===== src/rtl/computer_pkg.sv =====
// Shared types for the RAM arbiter slice: access owner tags and default bus widths.
package computer_pkg;

  localparam int DEF_AW = 16;
  localparam int DEF_DW = 8;

  typedef enum logic [1:0] {
    OWN_NONE = 2'd0,
    OWN_CPU  = 2'd1,
    OWN_VID  = 2'd2
  } owner_t;

endpackage


===== src/rtl/ram_arbiter_if.sv =====
// CPU, video and RAM-macro signals of the arbiter; slave = arbiter side, master = requesters/RAM.
interface ram_arbiter_if
  import computer_pkg::*;
#(
  parameter int AW = DEF_AW,
  parameter int DW = DEF_DW
);
  logic          cpu_req;
  logic          cpu_we;
  logic [AW-1:0] cpu_adr;
  logic [DW-1:0] cpu_dbo;
  logic          cpu_ack;
  logic [DW-1:0] cpu_dbi;
  logic          vid_req;
  logic [AW-1:0] vid_adr;
  logic          vid_ack;
  logic [DW-1:0] vid_q;
  logic [AW-1:0] ram_adr;
  logic [DW-1:0] ram_d;
  logic          ram_we;
  logic [DW-1:0] ram_q;

  modport slave (
    input  cpu_req, cpu_we, cpu_adr, cpu_dbo, vid_req, vid_adr, ram_q,
    output cpu_ack, cpu_dbi, vid_ack, vid_q, ram_adr, ram_d, ram_we
  );

  modport master (
    output cpu_req, cpu_we, cpu_adr, cpu_dbo, vid_req, vid_adr, ram_q,
    input  cpu_ack, cpu_dbi, vid_ack, vid_q, ram_adr, ram_d, ram_we
  );
endinterface


===== src/rtl/arb_pick.sv =====
// Combinational grant decision: video first, CPU forced once it has lost STARVE_MAX times in a row.
module arb_pick
  import computer_pkg::*;
#(
  parameter int STARVE_MAX = 3
) (
  input  logic       cpu_elig_i,
  input  logic       vid_elig_i,
  input  logic       cpu_req_i,
  input  logic [3:0] starve_cnt_i,
  output owner_t     grant_o,
  output logic [3:0] starve_cnt_o
);
  localparam logic [3:0] SMAX = 4'(STARVE_MAX);

  always_comb begin
    grant_o      = OWN_NONE;
    starve_cnt_o = starve_cnt_i;
    if (cpu_elig_i && vid_elig_i)
      grant_o = (starve_cnt_i == SMAX) ? OWN_CPU : OWN_VID;
    else if (cpu_elig_i)
      grant_o = OWN_CPU;
    else if (vid_elig_i)
      grant_o = OWN_VID;

    // Only a loss while actually eligible counts as starvation.
    if (!cpu_req_i || grant_o == OWN_CPU)
      starve_cnt_o = 4'd0;
    else if (cpu_elig_i && grant_o == OWN_VID)
      starve_cnt_o = (starve_cnt_i >= SMAX) ? SMAX : starve_cnt_i + 4'd1;
  end
endmodule


===== src/rtl/ram_arbiter.sv =====
// Two-requester arbiter for a single-port synchronous RAM: grant, RAM sample, capture+ack.
module ram_arbiter
  import computer_pkg::*;
#(
  parameter int AW         = DEF_AW,
  parameter int DW         = DEF_DW,
  parameter int STARVE_MAX = 3
) (
  input logic           clock_50,
  input logic           res,
  ram_arbiter_if.slave  bus
);
  localparam int STAGES = 2;

  // vld_q[0]=S1, vld_q[1]=S2, vld_q[2]=ack cycle
  logic [STAGES:0] vld_q;
  owner_t          own_q [STAGES+1];
  logic [1:0]      we_q;
  logic [3:0]      starve_cnt_q, starve_cnt_d;
  logic [AW-1:0]   ram_adr_q;
  logic [DW-1:0]   ram_d_q, cpu_dbi_q, vid_q_q;
  logic            ram_we_q;
  logic            cpu_busy, vid_busy;
  owner_t          grant;

  assign cpu_busy = (vld_q[0] && own_q[0] == OWN_CPU) || (vld_q[1] && own_q[1] == OWN_CPU);
  assign vid_busy = (vld_q[0] && own_q[0] == OWN_VID) || (vld_q[1] && own_q[1] == OWN_VID);

  arb_pick #(.STARVE_MAX(STARVE_MAX)) u_pick (
    .cpu_elig_i   (bus.cpu_req && !cpu_busy),
    .vid_elig_i   (bus.vid_req && !vid_busy),
    .cpu_req_i    (bus.cpu_req),
    .starve_cnt_i (starve_cnt_q),
    .grant_o      (grant),
    .starve_cnt_o (starve_cnt_d)
  );

  always_ff @(posedge clock_50 or negedge res) begin
    if (!res) begin
      vld_q        <= '0;
      own_q[0]     <= OWN_NONE;
      own_q[1]     <= OWN_NONE;
      own_q[2]     <= OWN_NONE;
      we_q         <= '0;
      starve_cnt_q <= '0;
      ram_adr_q    <= '0;
      ram_d_q      <= '0;
      ram_we_q     <= 1'b0;
      cpu_dbi_q    <= '0;
      vid_q_q      <= '0;
    end else begin
      starve_cnt_q <= starve_cnt_d;
      vld_q        <= {vld_q[STAGES-1:0], grant != OWN_NONE};
      own_q[0]     <= grant;
      own_q[1]     <= own_q[0];
      own_q[2]     <= own_q[1];
      we_q         <= {we_q[0], grant == OWN_CPU && bus.cpu_we};
      ram_we_q     <= grant == OWN_CPU && bus.cpu_we;
      if (grant == OWN_CPU) begin
        ram_adr_q <= bus.cpu_adr;
        ram_d_q   <= bus.cpu_dbo;
      end else if (grant == OWN_VID) begin
        ram_adr_q <= bus.vid_adr;
      end
      // ram_q reflects the address sampled one edge earlier, i.e. the S2 access.
      if (vld_q[1] && !we_q[1]) begin
        if (own_q[1] == OWN_CPU)
          cpu_dbi_q <= bus.ram_q;
        else if (own_q[1] == OWN_VID)
          vid_q_q <= bus.ram_q;
      end
    end
  end

  assign bus.cpu_ack = vld_q[STAGES] && own_q[STAGES] == OWN_CPU;
  assign bus.vid_ack = vld_q[STAGES] && own_q[STAGES] == OWN_VID;
  assign bus.cpu_dbi = cpu_dbi_q;
  assign bus.vid_q   = vid_q_q;
  assign bus.ram_adr = ram_adr_q;
  assign bus.ram_d   = ram_d_q;
  assign bus.ram_we  = ram_we_q;

endmodule

===== src/flat_wrapper.sv =====
// flat-port wrapper written by rule: the top's interface ports become plain ports
module ram_arbiter_flat import computer_pkg::*;
#(
  parameter int AW         = DEF_AW,
  parameter int DW         = DEF_DW,
  parameter int STARVE_MAX = 3
)
  (clock_50, res, bus_cpu_req, bus_cpu_we, bus_cpu_adr, bus_cpu_dbo, bus_vid_req, bus_vid_adr, bus_ram_q, bus_cpu_ack, bus_cpu_dbi, bus_vid_ack, bus_vid_q, bus_ram_adr, bus_ram_d, bus_ram_we);
  ram_arbiter_if #(.AW(AW), .DW(DW)) bus_i ();
  input logic clock_50;
  input logic res;
  input wire logic [$bits(bus_i.cpu_req)-1:0] bus_cpu_req;
  input wire logic [$bits(bus_i.cpu_we)-1:0] bus_cpu_we;
  input wire logic [$bits(bus_i.cpu_adr)-1:0] bus_cpu_adr;
  input wire logic [$bits(bus_i.cpu_dbo)-1:0] bus_cpu_dbo;
  input wire logic [$bits(bus_i.vid_req)-1:0] bus_vid_req;
  input wire logic [$bits(bus_i.vid_adr)-1:0] bus_vid_adr;
  input wire logic [$bits(bus_i.ram_q)-1:0] bus_ram_q;
  output wire logic [$bits(bus_i.cpu_ack)-1:0] bus_cpu_ack;
  output wire logic [$bits(bus_i.cpu_dbi)-1:0] bus_cpu_dbi;
  output wire logic [$bits(bus_i.vid_ack)-1:0] bus_vid_ack;
  output wire logic [$bits(bus_i.vid_q)-1:0] bus_vid_q;
  output wire logic [$bits(bus_i.ram_adr)-1:0] bus_ram_adr;
  output wire logic [$bits(bus_i.ram_d)-1:0] bus_ram_d;
  output wire logic [$bits(bus_i.ram_we)-1:0] bus_ram_we;
  assign bus_i.cpu_req = bus_cpu_req;
  assign bus_i.cpu_we = bus_cpu_we;
  assign bus_i.cpu_adr = bus_cpu_adr;
  assign bus_i.cpu_dbo = bus_cpu_dbo;
  assign bus_i.vid_req = bus_vid_req;
  assign bus_i.vid_adr = bus_vid_adr;
  assign bus_i.ram_q = bus_ram_q;
  assign bus_cpu_ack = bus_i.cpu_ack;
  assign bus_cpu_dbi = bus_i.cpu_dbi;
  assign bus_vid_ack = bus_i.vid_ack;
  assign bus_vid_q = bus_i.vid_q;
  assign bus_ram_adr = bus_i.ram_adr;
  assign bus_ram_d = bus_i.ram_d;
  assign bus_ram_we = bus_i.ram_we;
  ram_arbiter #(.AW(AW), .DW(DW), .STARVE_MAX(STARVE_MAX)) u_core (.clock_50(clock_50), .res(res), .bus(bus_i));
endmodule

===== config.mk =====
export PLATFORM = sky130hd
export DESIGN_NAME = ram_arbiter_flat
export DESIGN_NICKNAME = d
export VERILOG_FILES = /design/src/rtl/computer_pkg.sv /design/src/rtl/ram_arbiter_if.sv /design/src/rtl/arb_pick.sv /design/src/rtl/ram_arbiter.sv /design/src/flat_wrapper.sv
export SDC_FILE = /design/constraint.sdc
export NUM_CORES = 1
export LEC_CHECK = 0
export CORE_AREA = 2 2 61 92
export DETAILED_ROUTE_END_ITERATION = 8
export DIE_AREA = 0 0 63 94
export HOLD_SLACK_MARGIN = 0.02
export MAX_ROUTING_LAYER = met4
export PLACE_DENSITY = 0.84
export REMOVE_ABC_BUFFERS = 1
export SYNTH_ARGS = -nofsm -noshare
export SYNTH_HDL_FRONTEND = slang
export SYNTH_SLANG_ARGS = --single-unit

===== constraint.sdc =====
create_clock -name clock_50 -period 3.1 [get_ports clock_50]
set_clock_uncertainty 0.2 [all_clocks]
set_input_delay 0.62 -clock clock_50 [delete_from_list [all_inputs] [get_ports clock_50]]
set_output_delay 0.62 -clock clock_50 [all_outputs]
set_load 0.005 [all_outputs]

==> flow_summary_export.csv, run 1 <==
group,metric,value,unit
run_status,status,"complete, no violations",
timing,finalSetupViolations,0,
floorplan,core,5080,µm²
layout,nets,304,
pwr,total_power,2460,µW
layout,areaGrowthSynthToFinish,50.9,%
floorplan,die_area,5920,µm²
global_route,grt_max_degree,33,
pwr,internal-power,1840,µW
place,io_buffers,95,
cts,cts_setup_buffers,0,
timing,max_clock_freq,435,MHz
yosys,synthCells,152,
floorplan,die_width,63,µm
global_route,grtUsageTotal,18.0,%
pwr,p_sw,620,µW
run,maxCapViolations,0,
layout,layout_commonest_cell,"clkdlybuf4s50_1",
yosys,ys_warn_count,0,
worst_setup_path,worstPathArrival,2.30,ns
global_route,grt_remaining_overflow,0,
floorplan,io_pins,96,
layout,drive_gt1_share,19.5,%
worst_setup_path,r2r_cells,5,
cts,cts.htree.levels,2,
place,dp_hpwl,3630,µm
cts,cts_buffers,5,
layout,fillCellCount,409,
worst_setup_path,end_kind,"flip-flop",
worst_setup_path,critPathKind,"reg2reg",
floorplan,fp-row-count,32,
timing,max_slew.worst_pin.slew,0.677,ns
timing,rsz0062_at_grt,"false",
global_route,grt_pass1_vias,1718,
worst_setup_path,r2r_end,"u_core.bus.ram_adr[1]",
timing,finalCritPeriodShare,74.2,%
cts,clockBufferDepth,2,
pwr,clock_power_share,19.6,%
timing,fin_crit,2.30,ns
routing,wl,4840,µm
timing,report.final.slew_viol_count,0,
worst_setup_path,r2r-start,"u_core.starve_cnt_q[0]",
global_route,grt_first_pass_wirelength,8150,µm
timing,slew_headroom,54.9,%
pwr,power.share.switching,25.2,%
pwr,leakagePower,0.00140,µW
timing,finalWorstSetupSlack,0.800,ns
place,gp_congestion,0.741,
pwr,power_frac_seq,44.0,%
routing,postRouteAntennaNets,0,
pwr,p_comb_share,36.5,%
yosys,syn-cell-area,2230,µm²
layout,mostFrequentLayoutCells,"clkdlybuf4s50_1, dfrtp_1, mux2_2",
cts,clock_sinks,55,
global_route,antenna_found_initial,0,
pwr,power_density,731,nW/µm²
cts,clock_tree.root_cell,"clkbuf_8",
worst_setup_path,reg2reg_slack,0.80,ns
yosys,synth-seq-area-share,61.6,%
yosys,synth-seq-cells,55,
timing,finalHoldViolCount,0,
cts,clk_pin_slew,0.09,ns
cts,postCtsHoldBufs,0,
routing,drcViolationCount,0,
layout,antenna_cells,0,
routing,wl_per_cell,15.2,µm
floorplan,die_h,94,µm
routing,drt_pre_antenna_iters,4,
cts,cts_tree,"done",
routing,vias_per_cell,5.06,
cts,clkLatencyLatePin,0.30,ns
timing,fin_worst_hold_slack,0.146,ns
worst_setup_path,start_kind,"flip-flop",
worst_setup_path,critPathMaxFanout,26,
routing,drt_iter0_markers,58,
floorplan,initial_utilization,43.9,%
min_path,worstHoldPathType,"in2async",
place,dp_slack,0.532,ns
routing,num_vias,1615,
yosys,synth_cell_types,25,
timing,tns,0,ns
worst_setup_path,cp.required,3.10,ns
pwr,ir_drop,0.000349,V
cts,ctsResizeCount,0,
yosys,syn_avg_cell_area,14.7,µm²
routing by layer:
layer  track usage (%)  part of all wire (%)  wire length, µm  vias up
li1                  -                     -                -      760
met1              21.4                    40             1940      780
met2              29.8                    52             2520       66
met3              4.08                   6.0              288        9
met4              6.67                   1.9               92        0
met5                 -                     0                0        -
worst max-delay path, stage by stage, from the launching register on:
cell and delay [ns]:
dfrtp_1 0.40, ha_1 0.17, nor3b_2 0.20, nand4b_1 0.22, nand3_2 0.50, o221a_2 0.49
logic make-up (layout without fill, tap and decap cells):
group           after synthesis  in the layout  share of synthesized area, %
compound gates               21             21                          9.85
fa+ha+maj                     1              1                         0.560
buf+inv                      12            111                          3.25
flops                        55             55                          61.6
mux                          24             24                          12.4
simple gates                 39             39                          12.3
power groups by stage:
stage | Sequential, µW | Clock (µW) | Combinational [µW]
after floorplan | 1100 | 0 | 308
after global placement | 1090 | 0 | 887
after detailed placement | 1100 | 0 | 917
after CTS | 1090 | 494 | 916
after global routing | 1120 | 522 | 965
final | 1080 | 482 | 899
synthesized netlist by cell type:
master,n,share of area [%]
a211o_1,2,0.78
a21boi_0,2,0.67
a21o_1,1,0.34
and2_1,2,0.56
and3_1,3,0.84
and3b_1,1,0.39
buf_2,4,0.90
buf_6,3,1.5
clkbuf_1,2,0.34
dfrtp_1,55,62
ha_1,1,0.56
inv_1,3,0.50
mux2_2,22,11
mux2_4,2,1.3
nand2_1,4,0.67
nand3_2,1,0.45
nand3b_1,20,6.7
nand4_1,1,0.28
nand4b_1,1,0.39
nor2_1,2,0.34
nor3_1,1,0.22
nor3b_2,1,0.56
nor4bb_1,2,0.90
o221a_1,9,4.5
o221a_2,7,3.5
registers in the layout, summed over array words and instances (netlist names):
register             cells
u_core.own_q             6
u_core.we_q              2
u_core.bus.vid_q         8
u_core.bus.ram_d         8
u_core.bus.cpu_dbi       8
u_core.bus.ram_adr      16
u_core.vld_q             3
u_core.starve_cnt_q      4
through the flow:
| stage | instance area, µm² | utilization, % | cells |
|---|---|---|---|
| 2_1_floorplan | 2170 | - | 143 |
| 3_3_place_gp | 3250 | 64.0 | 311 |
| 3_5_place_dp | 3250 | 64.0 | 311 |
| 4_1_cts | 3370 | 66.3 | 319 |
| 5_1_grt | 3370 | 66.3 | 319 |
| 6_report | 3370 | 66.3 | 319 |
how the worst max path moves through the flow:
stage | startpoint | endpoint | slack (ns) | cells after the start
after global placement | bus_cpu_req | u_core.bus.ram_adr[3] | 0.61 | 3
after global routing | u_core.starve_cnt_q[0] | u_core.bus.ram_adr[1] | 0.64 | 5
after detailed placement | bus_vid_req | u_core.bus.ram_adr[1] | 0.53 | 4
after CTS | u_core.starve_cnt_q[0] | u_core.bus.ram_adr[1] | 0.76 | 5
after floorplan | u_core.own_q[3] | u_core.bus.cpu_dbi[0] | 1.06 | 2
final | u_core.starve_cnt_q[0] | u_core.bus.ram_adr[1] | 0.80 | 5
final cells by class:
cell class | count | area [µm²] | area share, %
Sequential cell | 55 | 1380 | 40.8
Timing Repair Buffer | 100 | 983 | 29.2
Inverter | 3 | 11.3 | 0.334
Multi-Input combinational cell | 85 | 798 | 23.7
Clock buffer | 6 | 82.6 | 2.45
Clock inverter | 2 | 35.0 | 1.04
Tap cell | 68 | 85.1 | 2.52
No activity file was read; power rests on OpenSTA's default activity.
==> inputs of run 2 (changes only) <==
--- a/config.mk
+++ b/config.mk
@@ -5,12 +5,12 @@
 export SDC_FILE = /design/constraint.sdc
 export NUM_CORES = 1
 export LEC_CHECK = 0
-export CORE_AREA = 2 2 61 92
+export CORE_AREA = 2 2 66 99
 export DETAILED_ROUTE_END_ITERATION = 8
-export DIE_AREA = 0 0 63 94
+export DIE_AREA = 0 0 68 101
 export HOLD_SLACK_MARGIN = 0.02
 export MAX_ROUTING_LAYER = met4
-export PLACE_DENSITY = 0.84
+export PLACE_DENSITY = 0.77
 export REMOVE_ABC_BUFFERS = 1
 export SYNTH_ARGS = -nofsm -noshare
 export SYNTH_HDL_FRONTEND = slang
==> constraint.sdc (replaced) <==
create_clock -name clock_50 -period 1.9 [get_ports clock_50]
set_clock_uncertainty 0.2 [all_clocks]
set_input_delay 0.38 -clock clock_50 [delete_from_list [all_inputs] [get_ports clock_50]]
set_output_delay 0.38 -clock clock_50 [all_outputs]
set_load 0.005 [all_outputs]
==> flow_summary_export.csv, run 2 (synthesis gave the netlist of run 1 again) <==
group,metric,value,unit
run_status,status,"finished with violations",
run_status,violations,"negative setup slack",
routing,wl,4880,µm
worst_setup_path,path_buf_inv,1,
pwr,leakagePower,0.00153,µW
place,gp_congestion,0.703,
routing,vias_per_cell,4.92,
pwr,power_density,1160,nW/µm²
global_route,grt_pass1_vias,1655,
worst_setup_path,cp-endpoint,"u_core.bus.ram_d[4]",
layout,multi_input_area,876,µm²
floorplan,fp-row-count,35,
timing,rsz0062_at_grt,"true",
layout,areaGrowthSynthToFinish,61.0,%
pwr,total_power,4170,µW
routing,drt_pre_antenna_iters,2,
worst_setup_path,r2r_cells,6,
layout,layout_commonest_cell,"clkdlybuf4s50_1",
floorplan,die_area,6870,µm²
floorplan,initial_utilization,37.0,%
floorplan,die_h,101,µm
cts,clockBufferDepth,2,
worst_setup_path,cp.required,1.89,ns
global_route,grt_max_degree,56,
global_route,grt_remaining_overflow,0,
worst_setup_path,crit_chain,"ha_2, nor3b_4, nand4b_1, nand3_4, clkbuf_16, mux2_4",
worst_setup_path,end_kind,"flip-flop",
timing,slew_headroom,75.1,%
cts,clk_pin_slew,0.09,ns
timing,finalCritPeriodShare,100,%
layout,fillCellCount,503,
worst_setup_path,startpoint,"u_core.starve_cnt_q[1]",
cts,cts_buffers,5,
cts,clock_sinks,55,
worst_setup_path,cpMaxStageDelayCell,"dfrtp_1",
cts,clock_tree.root_cell,"clkbuf_8",
run,maxCapViolations,0,
global_route,grt_first_pass_wirelength,7690,µm
place,dpl-instance-area,3320,µm²
worst_setup_path,reg2reg_slack,-0.006,ns
place,io_buffers,95,
place,dp_hpwl,3430,µm
timing,fin_crit,1.91,ns
pwr,ir_drop,0.000588,V
min_path,worstHoldPathType,"reg2reg",
timing,max_clock_freq,525,MHz
timing,finalHoldViolCount,0,
cts,cts_tree,"done",
global_route,grtUsageTotal,15.1,%
worst_setup_path,r2r_end,"u_core.bus.ram_d[4]",
cts,clkLatencyLatePin,0.29,ns
worst_setup_path,crit_family,"simple AND/OR/NAND/NOR gates",
timing,report.final.slew_viol_count,0,
routing,num_vias,1654,
global_route,antenna_found_initial,0,
worst_setup_path,cp_slowest_stage_delay,0.39,ns
floorplan,core,6040,µm²
routing,drt_iter0_markers,60,
layout,nets,315,
routing,postRouteAntennaNets,0,
worst_setup_path,crit_cells,6,
worst_setup_path,start_kind,"flip-flop",
floorplan,io_pins,96,
worst_setup_path,r2r-start,"u_core.starve_cnt_q[1]",
layout,mostFrequentLayoutCells,"clkdlybuf4s50_1, dfrtp_1, nand3b_1",
layout,drive_gt1_share,23.7,%
layout,antenna_cells,0,
layout,largest_reg_flops,16,
routing,drcViolationCount,0,
worst_setup_path,critPathMaxFanout,5,
layout,fin_area,3600,µm²
timing,max_slew.worst_pin.slew,0.374,ns
floorplan,die_width,68,µm
routing,wl_per_cell,14.5,µm
worst_setup_path,critPathKind,"reg2reg",
cts,cts.htree.levels,2,
worst_setup_path,worstPathArrival,1.89,ns
timing,finalSetupViolations,4,
layout,seq_area,1380,µm²
timing,finalWorstSetupSlack,-0.00585,ns
run 2: cell types whose count changed in the layout (fill, tap and decap cells not counted), sizes merged:
| cell | change |
|---|---|
| clkbuf | +1 |
| dlygate4sd2 | +1 |
| dlygate4sd3 | +1 |
| dlymetal6s2s | +1 |
| clkdlybuf4s50 | -2 |
| buf | +9 |
run 2: how the worst min path moves through the flow:
stage	start	end	cells after the start
final	u_core.we_q[0]	u_core.we_q[1]	0
after global routing	u_core.we_q[0]	u_core.we_q[1]	0
after CTS	u_core.we_q[0]	u_core.we_q[1]	0
after detailed placement	u_core.we_q[0]	u_core.we_q[1]	0
after global placement	u_core.we_q[0]	u_core.we_q[1]	0
after floorplan	res	u_core.bus.cpu_dbi[0]	0
run 2: cell type report:
| type | instances | area share [%] |
|---|---|---|
| tap | 74 | 2.57 |
| timing repair buffer | 111 | 31.2 |
| clock buffer | 6 | 2.30 |
| multi-input combinational | 85 | 24.3 |
| inverter | 3 | 0.313 |
| sequential | 55 | 38.3 |
| clock inverter | 2 | 0.974 |
run 2: routing by layer:
| metal | vias up | track usage, % | part of all wire [%] |
|---|---|---|---|
| li1 | 785 | - | - |
| met1 | 797 | 18.3 | 40 |
| met2 | 68 | 24.3 | 53 |
| met3 | 4 | 3.91 | 6.3 |
| met4 | 0 | 4.62 | 0.84 |
| met5 | - | - | 0 |
run 2: power breakdown:
| group | leakage [µW] | switching (µW) | internal [µW] |
|---|---|---|---|
| Clock | 0.0000612 | 350 | 427 |
| Sequential | 0.000651 | 217 | 1550 |
| Combinational | 0.000813 | 471 | 1150 |
| Total | 0.00153 | 1040 | 3130 |
run 2: per-stage QoR:
step                      std cells  utilization (%)  hold slack [ns]  setup TNS (ns)  setup slack [ns]
final                           336             59.5            0.187         -0.0200          -0.00585
after detailed placement        321             54.9            0.170           -3.50            -0.198
after global routing            336             59.5            0.211          -0.737           -0.0625
after floorplan                 143                -           -0.116           -2.78            -0.137
after global placement          321             54.9            0.161           -2.36            -0.134
after CTS                       333             57.4            0.192               0           0.00832
run 2: worst register-to-register path: cells and delay by family, from the launching register on:
kind,cells,cell delay [ns]
flops,1,0.39
mux,1,0.29
buf+inv,1,0.17
fa+ha+maj,1,0.19
simple gates,3,0.56
run 2: repair_timing:
action,4_1_cts,5_1_grt
setup endpoints to repair,7,26
resized for setup,2,19
gates cloned,0,1
hold endpoints to repair,55,0
buffers inserted,3,2
hold buffers,1,0
pin swaps,1,2
